--- config.mk ---
export PLATFORM = sky130hd
export DESIGN_NAME = sipo_frame_controller
export DESIGN_NICKNAME = d
export VERILOG_FILES = /design/src/rtl/sipo_frame_controller_pkg.sv /design/src/rtl/sipo_frame_controller_bit_counter.sv /design/src/rtl/sipo_frame_controller.sv
export SDC_FILE = /design/constraint.sdc
export NUM_CORES = 1
export LEC_CHECK = 0
export BUFFER_PORTS_ARGS = -buffer_cell sky130_fd_sc_hd__buf_2
export CORE_AREA = 2 2 39 41
export CTS_BUF_LIST = sky130_fd_sc_hd__clkbuf_8 sky130_fd_sc_hd__clkbuf_16
export DETAILED_ROUTE_END_ITERATION = 12
export DIE_AREA = 0 0 41 43
export GPL_TIMING_DRIVEN = 0
export PLACE_DENSITY = 0.85
export SYNTH_ARGS = -nofsm -noshare
export SYNTH_HDL_FRONTEND = slang
export SYNTH_SLANG_ARGS = --single-unit
--- constraint.sdc ---
create_clock -name clk -period 4.2 [get_ports clk]
set_input_delay 0.42 -clock clk [delete_from_list [all_inputs] [get_ports clk]]
set_output_delay 0.42 -clock clk [all_outputs]
set_load 0.005 [all_outputs]
--- src/rtl/sipo_frame_controller_pkg.sv ---
// ---------------------------------------------------------------------------
// sipo_frame_controller_pkg
//   Shared definitions for the serial-in/parallel-out frame controller:
//   default frame geometry and the FSM state encoding.
// ---------------------------------------------------------------------------
package sipo_frame_controller_pkg;

  // Default frame geometry. CNT_W must satisfy 2**CNT_W > WIDTH.
  localparam int WIDTH_DEF = 5;
  localparam int CNT_W_DEF = 3;

  // Frame sequencing states.
  typedef enum logic {
    ST_IDLE  = 1'b0,
    ST_SHIFT = 1'b1
  } state_e;

endpackage : sipo_frame_controller_pkg

--- src/rtl/sipo_frame_controller_bit_counter.sv ---
// ---------------------------------------------------------------------------
// sipo_frame_controller_bit_counter
//   Counts accepted serial bits within a frame.
//   Ports:
//     clk      - system clock, rising edge
//     reset    - synchronous, active-high; clears the count
//     clr      - synchronous clear (frame start / frame complete)
//     en       - increment by one (ignored when clr is high)
//     count    - current bit count
//     terminal - count has reached WIDTH-1 (next accepted bit ends the frame)
// ---------------------------------------------------------------------------
module sipo_frame_controller_bit_counter #(
  parameter int WIDTH = 5,
  parameter int CNT_W = 3
) (
  input  logic             clk,
  input  logic             reset,
  input  logic             clr,
  input  logic             en,
  output logic [CNT_W-1:0] count,
  output logic             terminal
);

  logic [CNT_W-1:0] count_q;
  logic [CNT_W-1:0] count_d;

  always_comb begin
    // NOTE: assign a default first so every path drives count_d; no latch.
    count_d = count_q;
    if (clr) begin
      count_d = '0;
    end else if (en) begin
      count_d = count_q + CNT_W'(1);
    end
  end

  // NOTE: sequential state uses non-blocking assignments only.
  always_ff @(posedge clk) begin
    if (reset) begin
      count_q <= '0;
    end else begin
      count_q <= count_d;
    end
  end

  assign count    = count_q;
  assign terminal = (count_q == CNT_W'(WIDTH - 1));

endmodule : sipo_frame_controller_bit_counter

--- src/rtl/sipo_frame_controller.sv ---
// ---------------------------------------------------------------------------
// sipo_frame_controller
//   Captures WIDTH-bit serial frames into a parallel word and offers each
//   completed word to a consumer with a valid/ready handshake. The shift
//   register and the holding register are independent, so a new frame may
//   shift while the previous word still waits for the consumer; a word that
//   completes while the holding register is still occupied is dropped and
//   flagged on the sticky overrun output.
//   Ports:
//     clk, reset   - system clock; synchronous active-high reset
//     frame_start  - begin or restart a frame
//     in           - serial data bit, qualified by bit_valid
//     bit_valid    - 'in' carries a data bit this cycle
//     out_ready    - consumer accepts data_out this cycle
//     clr_err      - clear sticky overrun
//     data_out     - completed word, first received bit in data_out[0]
//     out_valid    - data_out holds an unconsumed word
//     busy         - frame in progress
//     bit_count    - bits accepted in the current frame
//     overrun      - sticky: a completed word was dropped
// ---------------------------------------------------------------------------
module sipo_frame_controller
  import sipo_frame_controller_pkg::*;
#(
  parameter int WIDTH = WIDTH_DEF,
  parameter int CNT_W = CNT_W_DEF
) (
  input  logic             clk,
  input  logic             reset,
  input  logic             frame_start,
  input  logic             in,
  input  logic             bit_valid,
  input  logic             out_ready,
  input  logic             clr_err,
  output logic [WIDTH-1:0] data_out,
  output logic             out_valid,
  output logic             busy,
  output logic [CNT_W-1:0] bit_count,
  output logic             overrun
);

  state_e           state_q, state_d;
  logic [WIDTH-1:0] shift_q, shift_d;
  logic [WIDTH-1:0] data_q, data_d;
  logic             out_valid_q, out_valid_d;
  logic             overrun_q, overrun_d;

  logic             accept;    // data bit taken into the shift register
  logic             last_bit;  // accepted bit completes the frame
  logic             load;      // completed word goes into the holding register
  logic             drop;      // completed word lost to an occupied holding register
  logic             terminal;
  logic [WIDTH-1:0] word;      // completed word including the current bit

  // ---- FSM: state register ------------------------------------------------
  always_ff @(posedge clk) begin
    if (reset) begin
      state_q <= ST_IDLE;
    end else begin
      state_q <= state_d;
    end
  end

  // ---- FSM: next state ------------------------------------------------------
  always_comb begin
    state_d = state_q;
    unique case (state_q)
      ST_IDLE:  if (frame_start) state_d = ST_SHIFT;
      ST_SHIFT: begin
        // A restart keeps us in SHIFT even if it coincides with a final bit.
        if (frame_start)   state_d = ST_SHIFT;
        else if (last_bit) state_d = ST_IDLE;
      end
      default:  state_d = ST_IDLE;
    endcase
  end

  // ---- FSM: outputs / control strobes --------------------------------------
  always_comb begin
    busy     = (state_q == ST_SHIFT);
    // The frame_start cycle never carries a data bit.
    accept   = busy && bit_valid && !frame_start;
    last_bit = accept && terminal;
    // The holding register is free if empty or being drained this same cycle.
    load     = last_bit && (!out_valid_q || out_ready);
    drop     = last_bit && out_valid_q && !out_ready;
  end

  sipo_frame_controller_bit_counter #(
    .WIDTH (WIDTH),
    .CNT_W (CNT_W)
  ) u_bit_counter (
    .clk      (clk),
    .reset    (reset),
    .clr      (frame_start || last_bit),
    .en       (accept),
    .count    (bit_count),
    .terminal (terminal)
  );

  // ---- Datapath ------------------------------------------------------------
  // Right shift with the new bit at the MSB leaves the first bit in [0].
  assign word = {in, shift_q[WIDTH-1:1]};

  always_comb begin
    shift_d     = shift_q;
    data_d      = data_q;
    out_valid_d = out_valid_q;
    overrun_d   = overrun_q;

    if (frame_start) begin
      shift_d = '0;
    end else if (accept) begin
      shift_d = word;
    end

    if (load) begin
      data_d      = word;
      out_valid_d = 1'b1;
    end else if (out_valid_q && out_ready) begin
      out_valid_d = 1'b0;
    end

    // A drop in the same cycle as clr_err leaves the flag set.
    if (drop) begin
      overrun_d = 1'b1;
    end else if (clr_err) begin
      overrun_d = 1'b0;
    end
  end

  always_ff @(posedge clk) begin
    if (reset) begin
      shift_q     <= '0;
      data_q      <= '0;
      out_valid_q <= 1'b0;
      overrun_q   <= 1'b0;
    end else begin
      shift_q     <= shift_d;
      data_q      <= data_d;
      out_valid_q <= out_valid_d;
      overrun_q   <= overrun_d;
    end
  end

  assign data_out  = data_q;
  assign out_valid = out_valid_q;
  assign overrun   = overrun_q;

endmodule : sipo_frame_controller
* Yosys cells after proc, flatten, opt, wreduce, memory -nomap -nowiden
Index checks and enable logic that the tools add are counted.
Cells by class: add/sub/neg operators 1, multiplexer cells 8, equal/unequal tests 1, reductions and logical operators 16, bitwise logic cells 1
Operators by type and width (count):
- logical AND 1 bit | 7
- two-way mux 1 bit | 7
- nonzero test 2 bit | 2
- OR reduction 2 bit | 2
- adder 3 x 1 -> 3 bit, second input constant | 1
- == test 3 bit, second input constant | 1
- logical NOT 1 bit | 3
- logical OR 1 bit | 2
- one-hot mux 1 bit (2 select lines) | 1
- NOT 1 bit | 1
Word-level totals: register bits 16, word-level logic and storage cells 33, input bits 7, output and inout port bits 11

* Logic depth before layout (Yosys ltp)
word-level depth 6, gate-level depth with buffers 5, depth with buffers taken out 5

* Cells and area by module
A second synthesis with hierarchy kept.
Second synthesis, totals: cells, all modules 68, area total of the unflattened synthesis 641.9 sq um
By module, submodules not included:
- sipo_frame_controller | cells an instance 52, sequential area each 240.2 sq um, area an instance 488.0 sq um, times used 1
- sipo_frame_controller_bit_counter | cells an instance 16, sequential area each 60.1 sq um, area an instance 153.9 sq um, times used 1

* Least setup slack after synthesis
OpenSTA, ideal clock, no wires.
path kind flip-flop to flip-flop, start reg u_bit_counter.count_q[0] (netlist: u_bit_counter.count[0]), end reg data_q[0] (netlist: data_out[0]), arrival time 1.280 ns, stages on the path, launching flop included 6, data required time 4.128 ns, path slack 2.849 ns, period minus slack after synthesis 1.351 ns, buffers on the path 0, path through dfxtp_1 > inv_1 > ha_1 > nand2_1 > nor4b_4 > mux2i_1
On the way: word-level cells in the longest chain between the ends 3
Ends and longest elaborated chain:
- from (decl) | line sipo_frame_controller_bit_counter.sv:24 | logic [CNT_W-1:0] count_q;
- from (signal assigned) | line sipo_frame_controller_bit_counter.sv:42 | count_q <= count_d;
- == test 3 bit | line sipo_frame_controller_bit_counter.sv:47 | assign terminal = (count_q == CNT_W'(WIDTH - 1));
- logical AND 1 bit | line sipo_frame_controller.sv:83 | last_bit = accept && terminal;
- logical AND 1 bit | line sipo_frame_controller.sv:85 | load = last_bit && (!out_valid_q || out_ready);
- to (signal assigned) | line sipo_frame_controller.sv:140 | data_q <= data_d;
- to (decl) | line sipo_frame_controller.sv:44 | logic [WIDTH-1:0] data_q, data_d;
Every way passes these cells. A chain may end at the register's enable or synchronous reset.

* Worst setup path after layout
start reg u_bit_counter.count_q[0] (netlist: u_bit_counter.count[0]), end reg data_q[2] (netlist: data_out[2])
The elaborated chain is that of the path after synthesis.

==> flow_summary_export.csv <==
group,metric,value,unit
outcome,status,"finished, final reports clean",
global_routing,grt_pass1_wl,1.91,mm
setup_path,rr_worst_depth,5,
global_routing,grt_antenna_before_repair,0,
floorplan,fp.dieArea,1760,µm²
floorplan,start_util,0.474,
min_path,worstHoldStart,"in",
setup_path,worstReg2RegEnd,"data_out[2]",
run,cap_violations,0,
final_layout,nFillCells,120,
min_path,min_path_type,"input port to register",
detailed_routing,wl,1.24,mm
global_routing,grt_overflow,0,
clocking,htree_levels,1,
place,dp_hpwl,918,µm
logic_synthesis,yosys.cell_types.count,20,
sta,period_share,0.368,
sta,setup_viol_count_final,0,
clocking,cts.sinks,15,
clocking,cts_buffers,3,
final_layout,multiInputGateArea,337,µm²
setup_path,crit_type,"register to register",
detailed_routing,drc,0,
final_layout,layout-drive-gt1-share,0.280,
global_routing,grt_usage,0.161,
logic_synthesis,syn-cell-area,656,µm²
floorplan,die_h,43,µm
clocking,cts_tree,"done",
setup_path,crit_fanout,5,
clocking,postCtsHoldBufs,0,
place,place_ws,2.69,ns
place,gp_congestion,0.733,
logic_synthesis,synth_top_area_share,0.458,
logic_synthesis,yosysWarnings,0,
logic_synthesis,syn_inst,72,
clocking,cts_buffer_depth,2,
clocking,cts_resized,0,
sta,fin_crit,1.55,ns
final_layout,register_area,300,µm²
logic_synthesis,syn_avg_cell_area,9.11,µm²
setup_path,arrival,1.71,ns
pwr,power.density,342,nW/µm²
global_routing,grt_max_degree,11,
final_layout,antenna_cells,0,
sta,slew_violations,0,
detailed_routing,detail_route.iter0.violations,9,
detailed_routing,vias_per_cell,5.13,
detailed_routing,detail_route.wl_per_cell,11.3,µm
floorplan,core,1380,µm²
place,portBuffers,17,
sta,rsz0062_at_grt,"no",
setup_path,cp.required,4.37,ns
clocking,cts_root_buf,"clkbuf_8",
detailed_routing,num_vias,559,
sta,max-slew-margin-rel,0.688,
sta,tns,0,ns
floorplan,rows,14,
logic_synthesis,ys_ff_latch,15,
clocking,clkLatencyLatePin,0.25,ns
floorplan,die_x,41,µm
min_path,min_to,"shift_q[4]",
sta,tightestPinTransition,0.466,ns
pwr,leakage,0.324,nW
detailed_routing,dr.pass1.iters,4,
clocking,clk_pin_slew,0.06,ns
logic_synthesis,synth-seq-area-share,0.458,
setup_path,setup.worst_path.start_class,"register",
sta,finalClockSkew,0.00188,ns
setup_path,regToRegStartpoint,"u_bit_counter.count[0]",
sta,fmax,647,MHz
sta,layout_setup_ws,2.65,ns
sta,timing.hold.ws,0.422,ns
setup_path,worstSetupEndpointType,"register",
final_layout,nets,103,
pwr,peakVddDrop,145,µV
logic_synthesis,syn-num-nets,81,
pwr,power,0.276,mW
setup_path,r2r_slack,2.65,ns
detailed_routing,detail-route-antenna-nets,0,
logic_synthesis,yosys.area.top_type,"dfxtp_1",
sta,hold_viol,0,
clocking,cts_setup_buffers,0,
final_layout,synthToLayoutAreaGrowth,23.1,%
global_routing,grt_pass1_vias,478,
logic_synthesis,synth_top_cells_by_area,"dfxtp_1 (46%), nand2b_1 (10%), mux2i_1 (7.6%), nand2_1 (6.3%), a21oi_1 (6.1%)",
min_path,holdPathStages,3,
floorplan,io_pins,18,
[flip-flops by register name (all words and copies together), names as in the netlist]
signal	flops
out_valid	1
data_out	5
overrun	1
shift_q	4
busy	1
u_bit_counter.count	3
[critical path, stage by stage (launching register included)]
cell,delay (ns)
dfxtp_1,0.34
inv_1,0.08
ha_1,0.16
nand2_1,0.15
nor4b_4,0.46
mux2i_1,0.27
[through the flow]
stage,utilization,cell area (µm²),cells
3_3_place_gp,0.550,761,105
5_1_grt,0.583,807,109
6_report,0.583,807,109
4_1_cts,0.583,807,109
3_5_place_dp,0.550,761,105
2_1_floorplan,-,656,72
[report_power, final]
part	switching (mW)	internal (mW)
Combinational	0.00883	0.00708
Sequential	0.00139	0.144
Clock	0.0492	0.0656
Total	0.0594	0.216
[final cells by class]
class                           count  share of cell area
Timing Repair Buffer               17               0.105
Clock buffer                        3              0.0512
Tap cell                           16              0.0248
Buffer                              3              0.0140
Sequential cell                    15               0.372
Clock inverter                      1             0.00620
Inverter                            2             0.00930
Multi-Input combinational cell     52               0.417
[synthesized netlist by cell type]
cell	n
o21ai_0	1
or2_2	1
or3b_2	1
inv_1	2
a21oi_1	8
nand3b_1	1
nor2_1	2
nor4b_4	1
nand2b_1	11
o31ai_1	1
and2_2	1
nand3_1	2
nand2_4	1
dfxtp_1	15
ha_1	2
nor3_1	2
mux2i_1	5
nand2_1	11
clkbuf_1	3
or3_1	1
[metal layers]
metal / wire [µm] / share of wire / global-route usage / vias to the layer above
li1: - / - / - / 285
met3: 53 / 0.043 / 0.0157 / 5
met1: 530 / 0.43 / 0.186 / 251
met4: 42 / 0.034 / 0.120 / 0
met5: 0 / 0 / 0 / -
met2: 610 / 0.49 / 0.256 / 18
[kinds of logic (layout without fill, tap and decap cells)]
family          after synthesis  after routing  synth area share
compound gates               10             10            0.0802
fa+ha+maj                     2              2            0.0382
buf+inv                       5             26            0.0286
flops                        15             15             0.458
mux                           5              5            0.0763
simple gates                 35             35             0.319
[worst max-delay path by stage]
stage | start | endpoint | slack, ns | depth (start not counted)
4_1_cts | u_bit_counter.count[0] | data_out[2] | 2.64 | 5
3_3_place_gp | u_bit_counter.count[0] | data_out[2] | 2.71 | 5
6_report | u_bit_counter.count[0] | data_out[2] | 2.65 | 5
3_5_place_dp | u_bit_counter.count[0] | data_out[3] | 2.69 | 5
5_1_grt | u_bit_counter.count[0] | data_out[2] | 2.57 | 5
2_1_floorplan | u_bit_counter.count[0] | data_out[0] | 2.85 | 5
[layout by cell type, fill, tap and decap left out]
| cell | n |
|---|---|
| and2_2 | 1 |
| nand3b_1 | 1 |
| nand2_4 | 1 |
| inv_1 | 2 |
| o21ai_0 | 1 |
| dfxtp_1 | 15 |
| clkinv_2 | 1 |
| nand2b_1 | 11 |
| nor2_1 | 2 |
| nand3_1 | 2 |
| clkbuf_1 | 3 |
| or2_2 | 1 |
| or3b_2 | 1 |
| nor4b_4 | 1 |
| a21oi_1 | 8 |
| clkbuf_8 | 3 |
| nand2_1 | 11 |
| ha_1 | 2 |
| or3_1 | 1 |
| nor3_1 | 2 |
| o31ai_1 | 1 |
| mux2i_1 | 5 |
| buf_2 | 17 |
Power figures use the tool's default switching activity.
